File: config.mk
export PLATFORM = sky130hd
export DESIGN_NAME = gunpool
export DESIGN_NICKNAME = d
export VERILOG_FILES = /design/src/rtl/gunpool.sv
export SDC_FILE = /design/constraint.sdc
export NUM_CORES = 1
export LEC_CHECK = 0
export BUFFER_PORTS_ARGS = -buffer_cell sky130_fd_sc_hd__buf_2
export CAP_MARGIN = 20
export CORE_MARGIN = 1
export CORE_UTILIZATION = 38
export DETAILED_ROUTE_END_ITERATION = 12
export PLACE_DENSITY = 0.65
export SYNTH_ARGS = -nofsm -noshare
export SYNTH_HDL_FRONTEND = slang
export SYNTH_SLANG_ARGS = --single-unit
File: constraint.sdc
create_clock -name clk -period 1.93 [get_ports clk]
set_input_delay 0.0965 -clock clk [delete_from_list [all_inputs] [get_ports clk]]
set_output_delay 0.0965 -clock clk [all_outputs]
set_load 0.03 [all_outputs]
File: src/rtl/gunpool.sv
// gunpool: global unpooling / broadcast stage.
// Accepts one sample over valid/ready and emits it POOL_SIZE times with a
// last marker on the final copy. The holding register reloads during the
// final beat, so streams of samples are broadcast back-to-back.
// Ports:
//   clk, rst            clock, synchronous active-high reset
//   gunpool_ready_in    o  sample can be accepted this cycle
//   gunpool_valid_in    i  sample valid
//   gunpool_data_in     i  sample
//   gunpool_ready_out   i  downstream takes the beat this cycle
//   gunpool_valid_out   o  beat valid (registered)
//   gunpool_data_out    o  beat data (registered)
//   gunpool_last_out    o  final beat of a sample (registered)
module gunpool #(
  parameter int DATA_WIDTH = 12,
  parameter int POOL_SIZE  = 256
) (
  input  logic                  clk,
  input  logic                  rst,
  output logic                  gunpool_ready_in,
  input  logic                  gunpool_valid_in,
  input  logic [DATA_WIDTH-1:0] gunpool_data_in,
  input  logic                  gunpool_ready_out,
  output logic                  gunpool_valid_out,
  output logic [DATA_WIDTH-1:0] gunpool_data_out,
  output logic                  gunpool_last_out
);

  localparam int CW = (POOL_SIZE > 1) ? $clog2(POOL_SIZE) : 1;
  localparam logic [CW-1:0] LAST_CNT = CW'(POOL_SIZE - 1);

  logic                  hold_valid_q, hold_valid_d;
  logic [DATA_WIDTH-1:0] hold_data_q, hold_data_d;
  logic [CW-1:0]         count_q, count_d;
  logic                  valid_q, valid_d;
  logic [DATA_WIDTH-1:0] data_q, data_d;
  logic                  last_q, last_d;

  logic advance;
  logic at_last;
  logic final_issue;
  logic accept;

  // Output register may load when empty or when its beat is taken.
  assign advance     = ~valid_q | gunpool_ready_out;
  assign at_last     = (count_q == LAST_CNT);
  assign final_issue = advance & hold_valid_q & at_last;

  // Refill the holding register on the same cycle its last copy leaves.
  assign gunpool_ready_in = ~hold_valid_q | final_issue;
  assign accept           = gunpool_valid_in & gunpool_ready_in;

  always_comb begin
    hold_valid_d = hold_valid_q;
    hold_data_d  = hold_data_q;
    count_d      = count_q;
    valid_d      = valid_q;
    data_d       = data_q;
    last_d       = last_q;

    if (advance) begin
      if (hold_valid_q) begin
        valid_d = 1'b1;
        data_d  = hold_data_q;
        last_d  = at_last;
        if (at_last) begin
          count_d      = '0;
          hold_valid_d = 1'b0;
        end else begin
          count_d = count_q + CW'(1);
        end
      end else begin
        valid_d = 1'b0;
        last_d  = 1'b0;
      end
    end

    // A new sample overrides the end-of-broadcast clear.
    if (accept) begin
      hold_data_d  = gunpool_data_in;
      hold_valid_d = 1'b1;
      count_d      = '0;
    end
  end

  always_ff @(posedge clk) begin
    if (rst) begin
      hold_valid_q <= 1'b0;
      hold_data_q  <= '0;
      count_q      <= '0;
      valid_q      <= 1'b0;
      data_q       <= '0;
      last_q       <= 1'b0;
    end else begin
      hold_valid_q <= hold_valid_d;
      hold_data_q  <= hold_data_d;
      count_q      <= count_d;
      valid_q      <= valid_d;
      data_q       <= data_d;
      last_q       <= last_d;
    end
  end

  assign gunpool_valid_out = valid_q;
  assign gunpool_data_out  = data_q;
  assign gunpool_last_out  = last_q;

endmodule

### Word-level counts from Yosys, hierarchy flattened

Cells that the tools add are included.

* bits in registers: 35
* bits of input ports: 16
* bits in latches: 0
* memories: 0
* output and inout port bits: 15
* bits in read-only memories: 0
* bits in writable memories: 0

* $add $sub $neg: 1
* shifts and indexed selects: 0
* equality and inequality tests: 1
* reduce and logical (&&, ||, !) cells: 3
* multiply operators: 0
* bitwise operators: 7
* mux-type cells: 7
* div/mod/pow operators: 0
* magnitude comparators: 0

Operators by type and width (count)
* $add 8x1->8 const B: 1
* $eq 8x8->1 const B: 1
* $mux 8: 1
* $mux 1: 6
* $and 1x1->1: 3
* $not 1->1: 2
* $or 1x1->1: 2
* $reduce_and 2->1: 1
* $reduce_bool 2->1: 1
* $reduce_or 2->1: 1

### Depth between registers and ports, before layout

* word-level depth: 7
* gate-level depth with buffers: 7

### Worst setup path before layout

No wires, ideal clock.

* path kind: reg2reg
* start point: register valid_q, in the netlist gunpool_valid_out
* end point: register hold_data_q[10]
* path slack: -0.016 ns
* setup time: 0.072 ns
* arrival time: 1.874 ns
* stages on the path, launching flop included: 7
* clock period less this slack: 1.946 ns
* buffers on the path: 2
* data required time: 1.858 ns
* cell sequence: dfxtp_1 -> and2b_2 -> o41ai_4 -> and2_4 -> buf_12 -> buf_12 -> mux2i_1

* word-level cells in the longest chain between the ends: 6

Ends and longest elaborated chain
* start, declared: line 35 `logic valid_q, valid_d;`
* start signal, assigned: line 98 `valid_q <= valid_d;`
* $not 1->1: line 45 `assign advance = ~valid_q | gunpool_ready_out;`
* $or 1x1->1: line 45
* $and 1x1->1 (2 in a row): line 47 `assign final_issue = advance & hold_valid_q & at_last;`
* $or 1x1->1: line 50 `assign gunpool_ready_in = ~hold_valid_q | final_issue;`
* named net gunpool_ready_in: line 20 `output logic gunpool_ready_in,`
* $and 1x1->1: line 51 `assign accept = gunpool_valid_in & gunpool_ready_in;`
* end signal, assigned: line 96 `hold_data_q <= hold_data_d;`
* end, declared: line 33 `logic [DATA_WIDTH-1:0] hold_data_q, hold_data_d;`

The timed path passes the listed nets, and every way through them passes these cells.
A chain may end at the register's enable or synchronous reset.

### Final worst setup path

* start point: register count_q[0]
* end point: register hold_data_q[1]

* word-level cells in the longest chain between the ends: 4

Ends and longest elaborated chain
* start, declared: line 34 `logic [CW-1:0] count_q, count_d;`
* start signal, assigned: line 97 `count_q <= count_d;`
* $eq 8x8->1: line 46 `assign at_last = (count_q == LAST_CNT);`
* $and 1x1->1: line 47
* $or 1x1->1: line 50
* $and 1x1->1: line 51

No other way between the ends.

==> impl_metrics.ini <==
[place]
hpwl_um = 1930
routabilityCongestion = 0.732
dp_cells = 237
portBuffers = 30
place_worst_setup_slack_ns = 0.195

[timing]
hold_violations = 0
final.period_utilization = 0.903
setup_violations = 0
timing.final.max_slew_violations = 0
timing.slew.headroom = 0.793
post-route-min-period_ns = 1.74
final.setup.tns_ns = 0
finalWorstSetupSlack_ns = 0.188
grt_setup_unrepaired = no
tightestPinTransition_ns = 0.309
fin_clk_skew_ns = 0.00624
timing.fmax_mhz = 574

[detailed_routing]
detailedRoute.firstPassIterationCount = 4
routed-via-count = 1163
detail_route.wirelength_um = 2780
drt_drc_violations_left = 0
wl_per_cell_um = 11.3
first_iter_violations = 21
antenna_violating_nets_post_route = 0
avgViaCountPerCell = 4.75

[clock_tree]
cts_buffer_depth = 2
clock_insertion_delay_worst_skew_ns = 0.29
htreeDepth = 2
cts.reportedPaths.clkPinSlew_ns = 0.07
cts_inserted_buffers = 5
cts.sinks = 35
cts_tree = yes
cts_post_setup_buffers_inserted = 0
cts_hold_buffers = 0
clk_root_buffer_cell = clkbuf_8
post_cts_resized = 0

[logic_synthesis]
yosysUniqueCellTypes = 28
post-synth-top-area-fraction = 0.464
netlist.top_cell.by_area = dfxtp_1
synth_area_sq_um = 1510
post_synth_main_area_contributors = dfxtp_1 46%, nand2b_1 10%, mux2i_1 8.6%
synth_seq_area_share = 0.464
yosys_warnings = 0
post_syn_instances = 164
syn_nets = 181
synth_area_per_cell_sq_um = 9.22
synth_seq_cells = 35

[power]
net-switching-power_mw = 0.376
p_leak_nw = 0.763
power_report.internal_total_mw = 1.24
p_clk_frac = 0.430
power.sequential.fraction = 0.473
p_per_area_nw_per_um2 = 894
ir_worst_vdd_mv = 0.521
power_switching_share = 0.233
p_comb_frac = 0.097

[finish]
finalNonFillerCells = 245
layout.nets = 213
n_antenna_cell = 0
post_route_cells_drive_above_1_share = 0.254
area_growth_syn_to_layout_pct = 19.7

[critical_path]
critical_path.reg2reg.startpoint = count_q[0]
rr_endpoint = hold_data_q[1]
cp_data_required_time_ns = 2.15
crit_fanout = 16
arrival_ns = 1.96
critPathCaptureType = flip-flop
r2r_slack_ns = 0.19
worstRegToRegCells = 5
critPathLaunchType = flip-flop
worstSetupPathType = flip-flop to flip-flop

[global_route]
groute.usage.overall = 0.153
wire_length_of_the_first_global_routing_pass_um = 4980
grt_max_degree = 27
initial_antenna_violation_count = 0
grt_remaining_overflow = 0
vias_in_the_first_global_route = 1155

[min_path]
min_path_cells = 3
timing.hold.worst.start = gunpool_data_in[5]
worst_hold_path_type = primary input to flip-flop
min_delay_worst_endpoint = hold_data_q[5]

[floorplanning]
placement_rows = 22
initial_core_util = 0.404
floorplan.die.width_um = 65.1
die_area_sq_um = 4230
floorplan.io_pins = 31
core_region_area_sq_um = 3740
die_h_um = 65.1

[outcome]
outcome = complete, no violations

[job]
maxCapViolCount = 0
## cell usage after synthesis
cell type  count
and2b_2        1
a21oi_1       17
and2_4         1
or4_1          1
or3_1          1
nand2b_1      25
dfxtp_1       35
buf_12         2
and4_2         1
nand3_1        2
nand4_2        1
clkbuf_1       7
and2_2         1
o41ai_4        1
xor2_1         4
nor2_1         4
nand2_1       28
buf_2          1
and2_1         1
o41ai_1        1
ha_1           1
xnor2_1        2
nand4_1        4
inv_1          3
and3_2         1
nor3_1         4
mux2i_1       13
o21ai_0        1
## registers in the layout, summed over array words and instances (netlist names)
signal / cells
hold_valid_q: 1
gunpool_data_out: 12
count_q: 8
gunpool_last_out: 1
hold_data_q: 12
gunpool_valid_out: 1
## cell usage in the layout, fill, tap and decap left out, types with 2 or more instances in the layout
cell type  netlist  layout
dfxtp_1         35      35
buf_2            1      30
nand2_1         28      28
nand2b_1        25      25
a21oi_1         17      17
mux2i_1         13      13
clkbuf_8         0       6
buf_4            0       5
nor2_1           4       4
nand4_1          4       4
nor3_1           4       4
xor2_1           4       4
inv_1            3       3
xnor2_1          2       2
nand3_1          2       2
## logic make-up after synthesis
group	after synthesis	share of synthesized area
xor+xnor	6	0.0348
compound gates	20	0.0836
mux	13	0.0861
flops	35	0.464
fa+ha+maj	1	0.00828
buf+inv	13	0.0546
simple gates	76	0.269
## power by group through the flow
stage               Combinational [mW]  Clock [mW]  Sequential, mW
floorplan                        0.104           0           0.794
global placement                 0.159           0           0.780
detailed placement               0.159           0           0.780
CTS                              0.160       0.716           0.764
global route                     0.174       0.739           0.768
finish                           0.157       0.695           0.765
## per-stage QoR
step / utilization / instance area (sq um) / hold slack [ns] / total power, mW
finish: 0.483 / 1810 / 0.0640 / 1.62
global route: 0.483 / 1810 / 0.0718 / 1.68
CTS: 0.483 / 1810 / 0.0565 / 1.64
detailed placement: 0.451 / 1690 / 0.366 / 0.940
global placement: 0.451 / 1690 / 0.366 / 0.939
floorplan: - / 1510 / 0.226 / 0.899
## per-layer routing
layer / vias to the layer above / wire [um] / track usage
li1: 606 / - / -
met1: 529 / 1350 / 0.183
met2: 22 / 1270 / 0.253
met3: 6 / 118 / 0.0458
met4: 0 / 42 / 0.0652
met5: - / 0 / 0
## worst max-delay path by stage
stage	cells past startpoint	start	end	slack, ns
finish	5	count_q[0]	hold_data_q[1]	0.19
CTS	4	count_q[0]	gunpool_ready_in	0.17
floorplan	7	count_q[0]	hold_data_q[10]	0.002
detailed placement	5	count_q[0]	hold_data_q[1]	0.19
global route	5	count_q[0]	hold_data_q[6]	0.07
global placement	5	count_q[0]	hold_data_q[1]	0.30
## worst max-delay path, stage by stage, from the launching register on
cell	delay [ns]
dfxtp_1	0.37
ha_1	0.22
nand2_1	0.14
o41ai_4	0.36
and2_4	0.37
mux2i_1	0.21
## layout make-up
cell class / count / area [sq um]
clock inverters: 2 / 38.8
fillers: 388 / 1930
inverters: 3 / 11.3
repair buffers: 35 / 188
clock buffers: 6 / 82.6
flip-flops and latches: 35 / 701
well taps: 48 / 60.1
multi-input cells: 116 / 728
Power figures use the tool's default switching activity.
